==> config.mk <==
export PLATFORM = sky130hd
export DESIGN_NAME = sonar_meas_sched
export DESIGN_NICKNAME = d
export VERILOG_FILES = /design/src/rtl/sonar_sched_pkg.sv /design/src/rtl/bin2dec4.sv /design/src/rtl/sonar_meas_sched.sv
export SDC_FILE = /design/constraint.sdc
export NUM_CORES = 1
export LEC_CHECK = 0
export ABC_CLOCK_PERIOD_IN_PS = 2450
export CAP_MARGIN = 5
export CORE_ASPECT_RATIO = 0.9
export CORE_MARGIN = 2
export CORE_UTILIZATION = 45
export CTS_CLUSTER_DIAMETER = 40
export DETAILED_ROUTE_END_ITERATION = 16
export PLACE_DENSITY = 0.65
export SLEW_MARGIN = 20
export SYNTH_ARGS = -nofsm -noshare
export SYNTH_HDL_FRONTEND = slang
export SYNTH_SLANG_ARGS = --single-unit
==> constraint.sdc <==
create_clock -name clk -period 2.45 [get_ports clk]
set_clock_uncertainty 0.2 [all_clocks]
set_input_delay 0.49 -clock clk [delete_from_list [all_inputs] [get_ports clk]]
set_output_delay 0.49 -clock clk [all_outputs]
set_load 0.01 [all_outputs]
==> src/rtl/sonar_sched_pkg.sv <==
// Shared definitions for the sonar measurement scheduler.
// Holds the scheduler state encoding, the echo-to-centimetre divisor, the ASCII
// characters used in report lines, the two message lengths, and a helper that
// returns the report byte at a given position.
package sonar_sched_pkg;

  typedef enum logic [2:0] {
    StIdle,
    StTrig,
    StWait,
    StDiv,
    StBcd,
    StSend
  } sched_state_e;

  // Round-trip echo time per centimetre of range, in microseconds.
  localparam int unsigned US_PER_CM = 58;

  localparam logic [7:0] CH_0  = 8'h30;
  localparam logic [7:0] CH_C  = 8'h63;
  localparam logic [7:0] CH_M  = 8'h6D;
  localparam logic [7:0] CH_E  = 8'h45;
  localparam logic [7:0] CH_R  = 8'h52;
  localparam logic [7:0] CH_CR = 8'h0D;
  localparam logic [7:0] CH_LF = 8'h0A;

  localparam int unsigned MSG_LEN_NORM = 8;
  localparam int unsigned MSG_LEN_ERR  = 5;

  // Report byte at position idx. digits packs thousands in [15:12] down to units in [3:0].
  function automatic logic [7:0] msg_byte(input logic        is_err,
                                          input logic [15:0] digits,
                                          input logic [2:0]  idx);
    logic [7:0] b;
    b = CH_LF;
    if (is_err) begin
      case (idx)
        3'd0:    b = CH_E;
        3'd1:    b = CH_R;
        3'd2:    b = CH_R;
        3'd3:    b = CH_CR;
        default: b = CH_LF;
      endcase
    end else begin
      case (idx)
        3'd0:    b = CH_0 + {4'h0, digits[15:12]};
        3'd1:    b = CH_0 + {4'h0, digits[11:8]};
        3'd2:    b = CH_0 + {4'h0, digits[7:4]};
        3'd3:    b = CH_0 + {4'h0, digits[3:0]};
        3'd4:    b = CH_C;
        3'd5:    b = CH_M;
        3'd6:    b = CH_CR;
        default: b = CH_LF;
      endcase
    end
    return b;
  endfunction

endpackage

==> src/rtl/bin2dec4.sv <==
// Sequential 11-bit binary to 4-digit BCD converter.
// A start pulse loads bin_i; each following cycle subtracts the largest of
// 1000/100/10 that still fits and bumps that digit. When the remainder drops
// below 10 it becomes the units digit and done_o pulses for one cycle.
// digits_o stays valid until the next start.
// Ports:
//   clk, rst_n   clock, asynchronous active-low reset
//   start_i      load bin_i and begin conversion (ignored state is overwritten)
//   bin_i        11-bit value to convert
//   done_o       one-cycle pulse, digits_o valid from this cycle on
//   digits_o     {thousands, hundreds, tens, units}, 4 bits each
module bin2dec4
  import sonar_sched_pkg::*;
(
  input  logic        clk,
  input  logic        rst_n,
  input  logic        start_i,
  input  logic [10:0] bin_i,
  output logic        done_o,
  output logic [15:0] digits_o
);

  logic        busy_q, busy_d;
  logic        done_q, done_d;
  logic [10:0] val_q, val_d;
  logic [3:0]  th_q, th_d;
  logic [3:0]  hu_q, hu_d;
  logic [3:0]  te_q, te_d;

  always_comb begin
    busy_d = busy_q;
    done_d = 1'b0;
    val_d  = val_q;
    th_d   = th_q;
    hu_d   = hu_q;
    te_d   = te_q;
    if (start_i) begin
      busy_d = 1'b1;
      val_d  = bin_i;
      th_d   = 4'd0;
      hu_d   = 4'd0;
      te_d   = 4'd0;
    end else if (busy_q) begin
      if (val_q >= 11'd1000) begin
        val_d = val_q - 11'd1000;
        th_d  = th_q + 4'd1;
      end else if (val_q >= 11'd100) begin
        val_d = val_q - 11'd100;
        hu_d  = hu_q + 4'd1;
      end else if (val_q >= 11'd10) begin
        val_d = val_q - 11'd10;
        te_d  = te_q + 4'd1;
      end else begin
        busy_d = 1'b0;
        done_d = 1'b1;
      end
    end
  end

  always_ff @(posedge clk or negedge rst_n) begin
    if (!rst_n) begin
      busy_q <= 1'b0;
      done_q <= 1'b0;
      val_q  <= '0;
      th_q   <= '0;
      hu_q   <= '0;
      te_q   <= '0;
    end else begin
      busy_q <= busy_d;
      done_q <= done_d;
      val_q  <= val_d;
      th_q   <= th_d;
      hu_q   <= hu_d;
      te_q   <= te_d;
    end
  end

  assign done_o   = done_q;
  // Remainder is below 10 once conversion finishes, so its low nibble is the units digit.
  assign digits_o = {th_q, hu_q, te_q, val_q[3:0]};

endmodule

==> src/rtl/sonar_meas_sched.sv <==
// Sonar measurement scheduler.
// Fires the ranging driver once per period, waits for its echo width or a
// timeout, converts the width to centimetres (divide by 58, then BCD), and
// streams an ASCII report line to the UART over valid/ready.
// Ports:
//   clk, rst_n     clock, asynchronous active-low reset
//   meas_start_o   one-cycle trigger pulse to the driver (registered)
//   meas_done_i    one-cycle result strobe; meas_data_i valid with it
//   meas_data_i    echo high time in microseconds
//   tx_data_o      report byte (registered, held while stalled)
//   tx_valid_o     tx_data_o valid (registered, independent of tx_ready_i)
//   tx_ready_i     UART accepts the byte
//   busy_o         scheduler not idle
//   overrun_o      one-cycle pulse when a period tick is dropped (registered)
//   err_cnt_o      saturating timeout count
module sonar_meas_sched
  import sonar_sched_pkg::*;
#(
  parameter int unsigned CLK_FRE    = 50,
  parameter int unsigned PERIOD_MS  = 100,
  parameter int unsigned TIMEOUT_US = 30000
) (
  input  logic        clk,
  input  logic        rst_n,
  output logic        meas_start_o,
  input  logic        meas_done_i,
  input  logic [15:0] meas_data_i,
  output logic [7:0]  tx_data_o,
  output logic        tx_valid_o,
  input  logic        tx_ready_i,
  output logic        busy_o,
  output logic        overrun_o,
  output logic [7:0]  err_cnt_o
);

  localparam int unsigned PERIOD_CYC  = CLK_FRE * 1000 * PERIOD_MS;
  localparam int unsigned TIMEOUT_CYC = CLK_FRE * TIMEOUT_US;
  localparam int unsigned PER_W       = (PERIOD_CYC > 1) ? $clog2(PERIOD_CYC) : 1;
  localparam int unsigned TO_W        = (TIMEOUT_CYC > 1) ? $clog2(TIMEOUT_CYC) : 1;

  sched_state_e state_q, state_d;

  logic [PER_W-1:0] period_q, period_d;
  logic [TO_W-1:0]  to_q, to_d;
  logic [15:0]      rem_q, rem_d;
  logic [10:0]      quot_q, quot_d;
  logic [2:0]       idx_q, idx_d;
  logic             is_err_q, is_err_d;
  logic             meas_start_q, meas_start_d;
  logic             overrun_q, overrun_d;
  logic [7:0]       tx_data_q, tx_data_d;
  logic             tx_valid_q, tx_valid_d;
  logic [7:0]       err_cnt_q, err_cnt_d;

  logic        tick;
  logic        bcd_start;
  logic        bcd_done;
  logic [15:0] bcd_digits;
  logic [2:0]  last_idx;

  // Free-running period counter; it never pauses, so skipped ticks do not shift the schedule.
  assign tick     = (period_q == PER_W'(PERIOD_CYC - 1));
  assign period_d = tick ? '0 : period_q + 1'b1;

  assign last_idx = is_err_q ? 3'(MSG_LEN_ERR - 1) : 3'(MSG_LEN_NORM - 1);

  always_comb begin
    state_d      = state_q;
    to_d         = to_q;
    rem_d        = rem_q;
    quot_d       = quot_q;
    idx_d        = idx_q;
    is_err_d     = is_err_q;
    meas_start_d = 1'b0;
    overrun_d    = tick && (state_q != StIdle);
    tx_data_d    = tx_data_q;
    tx_valid_d   = tx_valid_q;
    err_cnt_d    = err_cnt_q;
    bcd_start    = 1'b0;

    unique case (state_q)
      StIdle: begin
        if (tick) begin
          // Raised on entry so the pulse is registered and coincides with TRIG.
          meas_start_d = 1'b1;
          state_d      = StTrig;
        end
      end

      StTrig: begin
        to_d    = '0;
        state_d = StWait;
      end

      StWait: begin
        if (meas_done_i) begin
          rem_d    = meas_data_i;
          quot_d   = '0;
          is_err_d = 1'b0;
          state_d  = StDiv;
        end else if (to_q == TO_W'(TIMEOUT_CYC - 1)) begin
          is_err_d   = 1'b1;
          err_cnt_d  = (err_cnt_q != 8'hFF) ? err_cnt_q + 8'd1 : err_cnt_q;
          idx_d      = 3'd0;
          tx_data_d  = msg_byte(1'b1, bcd_digits, 3'd0);
          tx_valid_d = 1'b1;
          state_d    = StSend;
        end else begin
          to_d = to_q + 1'b1;
        end
      end

      StDiv: begin
        if (rem_q >= 16'(US_PER_CM)) begin
          rem_d  = rem_q - 16'(US_PER_CM);
          quot_d = quot_q + 11'd1;
        end else begin
          bcd_start = 1'b1;
          state_d   = StBcd;
        end
      end

      StBcd: begin
        if (bcd_done) begin
          idx_d      = 3'd0;
          tx_data_d  = msg_byte(1'b0, bcd_digits, 3'd0);
          tx_valid_d = 1'b1;
          state_d    = StSend;
        end
      end

      StSend: begin
        if (tx_valid_q && tx_ready_i) begin
          if (idx_q == last_idx) begin
            tx_valid_d = 1'b0;
            state_d    = StIdle;
          end else begin
            idx_d     = idx_q + 3'd1;
            tx_data_d = msg_byte(is_err_q, bcd_digits, idx_q + 3'd1);
          end
        end
      end

      default: state_d = StIdle;
    endcase
  end

  always_ff @(posedge clk or negedge rst_n) begin
    if (!rst_n) begin
      state_q      <= StIdle;
      period_q     <= '0;
      to_q         <= '0;
      rem_q        <= '0;
      quot_q       <= '0;
      idx_q        <= '0;
      is_err_q     <= 1'b0;
      meas_start_q <= 1'b0;
      overrun_q    <= 1'b0;
      tx_data_q    <= '0;
      tx_valid_q   <= 1'b0;
      err_cnt_q    <= '0;
    end else begin
      state_q      <= state_d;
      period_q     <= period_d;
      to_q         <= to_d;
      rem_q        <= rem_d;
      quot_q       <= quot_d;
      idx_q        <= idx_d;
      is_err_q     <= is_err_d;
      meas_start_q <= meas_start_d;
      overrun_q    <= overrun_d;
      tx_data_q    <= tx_data_d;
      tx_valid_q   <= tx_valid_d;
      err_cnt_q    <= err_cnt_d;
    end
  end

  bin2dec4 u_bin2dec4 (
    .clk      (clk),
    .rst_n    (rst_n),
    .start_i  (bcd_start),
    .bin_i    (quot_q),
    .done_o   (bcd_done),
    .digits_o (bcd_digits)
  );

  assign meas_start_o = meas_start_q;
  assign tx_data_o    = tx_data_q;
  assign tx_valid_o   = tx_valid_q;
  assign busy_o       = (state_q != StIdle);
  assign overrun_o    = overrun_q;
  assign err_cnt_o    = err_cnt_q;

endmodule

==> results.ini, run 1 <==
[floorplanning]
start_util_pct=46.3
rows=42
io_pins=40
die_width_um=134
core_sq_um=14800
fp.dieH_um=121
die_area_sq_um=16200

[yosys]
synthArstFlopShare_pct=100
yosysTopAreaCell=dfrtp_1
yosysWarnings=0
syn_avg_cell_area_sq_um=9.12
synth_ff_type=dfrtp_1
synth_edf_count=0
synth_area_leaders=dfrtp_1 (44%), xor2_1 (4.6%), ha_1 (4.6%)
synth-compound-area-share_pct=16.9
netlist_area_sq_um=6860
synth_xor_area_share_pct=8.18
synth-seq-cells=121
synth.top_cells.by_count=dfrtp_1 (121), nor2_1 (83), nand2_1 (68)
synth_cells=752
syn_nets=797
yosys.area.top_type_share_pct=44.2
synth_simple_gate_area_share_pct=22.5
synth_top_family_by_area=simple AND/OR/NAND/NOR gates
synth_most_common_cell=dfrtp_1
muxShareOfSynthArea_pct=0.912
synth-adder-area-share_pct=4.56
ys_types=70
seq_area_frac_synth_pct=44.2

[setup_path]
crit_path_end_kind=flip-flop
path_cells=inv_2 > ha_4 > or4b_4 > a211oi_4 > buf_6 > a311oi_2 > a221oi_2 > xnor2_1 > a21oi_1
worstPathRequired_ps=2550
arrival_ps=2530
cpPeakStageDelay_ps=470
critPathLaunchType=flip-flop
critPathTopFamily=compound AO/OA/AOI/OAI gates
critPathMaxFanout=3
worstSetupPathType=flip-flop to flip-flop
critPathBufInv=2
cpMaxStageDelayCell=or4b_4
rrSetupSlack_ps=30

[clocking]
clock_path_buffers=2
cts_tree=done
clock_latency_ps=420
cts.reportedPaths.clkPinSlew_ps=60
cts_sinks=121
h-tree-depth=4
cts-buffers-inserted=17
clockRootBuffer=clkbuf_16

[detailed_routing]
wire_per_inst_um=15.9
drtAntennaViolNets=0
avgViaCountPerCell=5.73
drtIter0Drc=389
dr.pass1.iters=5
drt-total-wl_um=16600
vias=5972
drc=0

[finish]
area_growth_pct=23.7
nets=877
diodes=0
drive_above_1_share_pct=13.7
multiInputGateArea_sq_um=3750
fillerInstances=1298
finalCoreUtilization_pct=57.2
seqCellArea_sq_um=3030

[status]
status=finished, final reports clean

[sta]
hold_viol_final=0
grt_setup_unrepaired=true
fin_crit_sh_pct=98.9
finalMaxSlewViolations=0
maxSlewHeadroom_pct=58.8
tightestPinTransition_ps=613
setup_viol=0
min_period_ps=2420
timing.hold.ws_ps=276
max_freq_mhz=413

[power_and_ir_drop]
ir_worst_vdd_mv=0.510
p_per_area_nw_per_um2=530
p_total_mw=4.50
p_leak_nw=3.72

[placed_design]
place_congestion=0.887
dp_hpwl_um=11800
port_buffers=38

[global_routing]
gr-usage-all-layers_pct=21.5
antenna_found_initial=0
grt-ovfl-total=0
grt_pass1_vias=5842
grt_max_degree=37
grt_pass1_wl_um=28100

[job]
drv_cap=0

[min_path]
hp-class=flip-flop to flip-flop

==> metrics by stage <==
step	setup slack [ps]	instances	area (sq um)	setup TNS, ps
floorplan	-10.7	752	6860	-10.7
global placement	-221	1008	7770	-1520
detailed placement	-278	1008	7770	-2470
CTS	-28.2	1042	8360	-46.4
global route	-88.8	1043	8480	-277
finish	26.9	1043	8480	0
==> report_power, final <==
| group | switching, mW | internal (mW) | leakage [nW] |
|---|---|---|---|
| Combinational | 0.0515 | 0.0412 | 1.87 |
| Sequential | 0 | 2.00 | 1.58 |
| Clock | 0.912 | 1.49 | 0.270 |
| Total | 0.964 | 3.53 | 3.72 |
==> path summary, 6_finish.rpt <==
kind                                startpoint                   to  cells after the start
setup / recovery           u_bin2dec4.val_q[2]  u_bin2dec4.val_q[8]                      9
hold / removal                     period_q[4]          period_q[4]                      1
setup reg to reg           u_bin2dec4.val_q[2]  u_bin2dec4.val_q[8]                      9
hold reg to reg                    period_q[4]          period_q[4]                      1
max in group asynchronous                rst_n          period_q[0]                      3
min in group asynchronous                rst_n         period_q[20]                      2
==> flip-flops by register name, indices dropped and copies added (netlist names) <==
name / flops
rem_q: 16
period_q: 23
meas_start_o: 1
is_err_q: 1
err_cnt_o: 8
to_q: 21
idx_q: 3
u_bin2dec4.te_q: 4
u_bin2dec4.th_q: 4
tx_data_o: 7
u_bin2dec4.busy_q: 1
u_bin2dec4.done_o: 1
state_q: 3
quot_q: 11
tx_valid_o: 1
overrun_o: 1
u_bin2dec4.val_q: 11
u_bin2dec4.hu_q: 4
==> metal layers <==
metal / global-route usage [%] / share of wire [%] / vias up
li1: - / - / 2862
met3: 4.26 / 4.1 / 18
met2: 33.9 / 46 / 161
met1: 30.3 / 49 / 2931
met5: 0 / 0 / -
met4: 5.66 / 1.0 / 0
==> area by class of cell <==
| type | instances | share of cell area, % |
|---|---|---|
| sequential | 121 | 35.7 |
| timing repair buffer | 90 | 9.65 |
| inverter | 20 | 0.885 |
| multi-input combinational | 582 | 44.2 |
| tap | 198 | 2.92 |
| clock buffer | 20 | 5.15 |
| clock inverter | 12 | 1.48 |
==> cells in the final DEF, fill, tap and decap left out, types with 6 or more instances in the layout <==
cell type / instances
dfrtp_1: 120
nor2_1: 82
nand2_1: 68
o21ai_0: 51
a21oi_1: 49
buf_4: 46
nand3_1: 38
xor2_1: 36
clkdlybuf4s50_1: 36
xnor2_1: 27
ha_1: 24
nand4_1: 22
inv_1: 19
clkbuf_16: 17
and3_1: 16
or3_1: 13
nor3_1: 12
a22oi_1: 9
nor4_1: 7
a31oi_1: 7
nand2b_1: 6
o21a_1: 6
==> cells by family (layout without fill, tap and decap cells) <==
group           after synthesis  count (layout)
simple gates                303             303
compound gates              183             183
flops                       121             121
xor+xnor                     64              64
buf+inv                      49             142
fa+ha+maj                    25              25
mux                           6               6
other cells                   1               1
==> repair_timing <==
item,4_1_cts,5_1_grt
buffers inserted,1,1
setup endpoints to repair,5,29
resized for setup,4,27
hold buffers,1,0
pin swaps,4,22
hold endpoints to repair,32,0
No activity file was read; power rests on OpenSTA's default activity.
==> run 2: changes to the inputs <==
CAP_MARGIN = not set   (was 5)
SKIP_LAST_GASP = 1   (was not set)
==> results.ini, run 2 (same netlist as run 1, synthesis figures left out) <==
[placed_design]
place_congestion=0.887
dpl.cell_count=1008
port_buffers=38
dp_slack_ps=-278
placed_area_sq_um=7770
dp_hpwl_um=11800

[setup_path]
reg2reg_depth=9
worstSetupPathType=flip-flop to flip-flop
critPathTopFamily=compound AO/OA/AOI/OAI gates
cpMaxStageDelayCell=or4b_4
path_cells=inv_2 > ha_4 > or4b_4 > a211oi_4 > buf_6 > a311oi_2 > a221oi_2 > xnor2_1 > a21oi_1
critPathMaxFanout=3
arrival_ps=2530
crit_path_end_kind=flip-flop
cp.depth=9
critPathBufInv=2
worstPathRequired_ps=2550
critPathLaunchType=flip-flop
cpPeakStageDelay_ps=470

[clocking]
clockRootBuffer=clkbuf_16
h-tree-depth=4
cts-buffers-inserted=17
cts_sinks=121
clock_path_buffers=2
clock_latency_ps=420
cts_tree=done
cts.reportedPaths.clkPinSlew_ps=50

[sta]
max_freq_mhz=413
hold_viol_final=0
min_period_ps=2420
grt_setup_unrepaired=true
finalMaxSlewViolations=0
fin_ws_ps=26.0
setup_viol=0
finalSetupTns_ps=0
maxSlewHeadroom_pct=58.6
fin_crit_sh_pct=98.9
timing.hold.ws_ps=276
tightestPinTransition_ps=616

[global_routing]
grt_pass1_vias=5842
grt_max_degree=37
grt_pass1_wl_um=28100
antenna_found_initial=0
grt-ovfl-total=0
gr-usage-all-layers_pct=21.5

[job]
drv_cap=0

[power_and_ir_drop]
p_leak_nw=3.72
ir_worst_vdd_mv=0.508
p_total_mw=4.49
p_per_area_nw_per_um2=530

[finish]
finalCoreUtilization_pct=57.2
layout_common_cells=dfrtp_1 (120), nor2_1 (83), nand2_1 (68)
top_regs=period_q (23), to_q (21), rem_q (16)
diodes=0
drive_above_1_share_pct=13.6
largest_register_ff_count=23
mostFrequentLayoutCell=dfrtp_1
instances_no_fill=1043
finalInstanceArea_sq_um=8480
nets=877
top_register=period_q
area_growth_pct=23.6

[floorplanning]
fp.dieH_um=121
io_pins=40
start_util_pct=46.3
die_area_sq_um=16200
die_width_um=134
rows=42
core_sq_um=14800

[detailed_routing]
dr.pass1.iters=5
drc=0
wire_per_inst_um=15.9
avgViaCountPerCell=5.70
drtAntennaViolNets=0
drt-total-wl_um=16600
drtIter0Drc=354
vias=5941

[min_path]
whs_path_depth=1
hp-class=flip-flop to flip-flop

[status]
status=finished, final reports clean

[run 2: path summary, 6_finish.rpt]
path / end / start / slack (ps)
worst max-delay path: u_bin2dec4.val_q[8] / u_bin2dec4.val_q[2] / 30
worst min-delay path: period_q[4] / period_q[4] / 280
worst max register to register: u_bin2dec4.val_q[8] / u_bin2dec4.val_q[2] / 30
worst min register to register: period_q[4] / period_q[4] / 280
max in group asynchronous: period_q[0] / rst_n / 990
min in group asynchronous: period_q[20] / rst_n / 390
[run 2: worst register-to-register path: cells and delay by family (launching register included)]
family	cells	cell delay, ps
AND/OR/NAND/NOR	1	470
AO/OA/AOI/OAI	4	750
XOR/XNOR	1	150
flip-flops	1	380
adder cells (fa/ha/maj)	1	130
buffers and inverters	2	230
[run 2: layer usage]
metal  global-route usage, %  vias up  wire [um]
met2                    33.9      151       7630
met1                    30.3     2903       8120
li1                        -     2865          -
met4                    5.66        0        187
met5                       0        -          0
met3                    4.26       22        650
[run 2: cell type report]
class / instances / area [sq um]
clock buffer: 20 / 437
sequential: 121 / 3030
clock inverter: 12 / 125
tap: 198 / 248
fill: 1298 / 6340
timing repair buffer: 90 / 818
inverter: 20 / 75.1
multi-input combinational: 582 / 3740
[run 2: power breakdown]
group          leakage [nW]  internal, mW  total (mW)  switching, mW
combinational          1.87        0.0412      0.0928         0.0516
sequential             1.58          2.00        2.00              0
clock                 0.270          1.49        2.40          0.909
total                  3.72          3.53        4.49          0.960
[run 2: repair_timing]
| action | in CTS | in global routing |
|---|---|---|
| gates resized for setup | 4 | 26 |
| buffers inserted | 1 | 1 |
| hold buffers | 1 | 0 |
| pin swaps | 4 | 22 |
| endpoints found under the hold margin | 32 | 0 |
| endpoints found under the setup margin | 5 | 29 |
==> run 3: changes to the inputs <==
CTS_CLUSTER_SIZE = 25   (was not set)
==> results of run 3 <==
Final layout, timing and power as in run 2 (identical DEF).
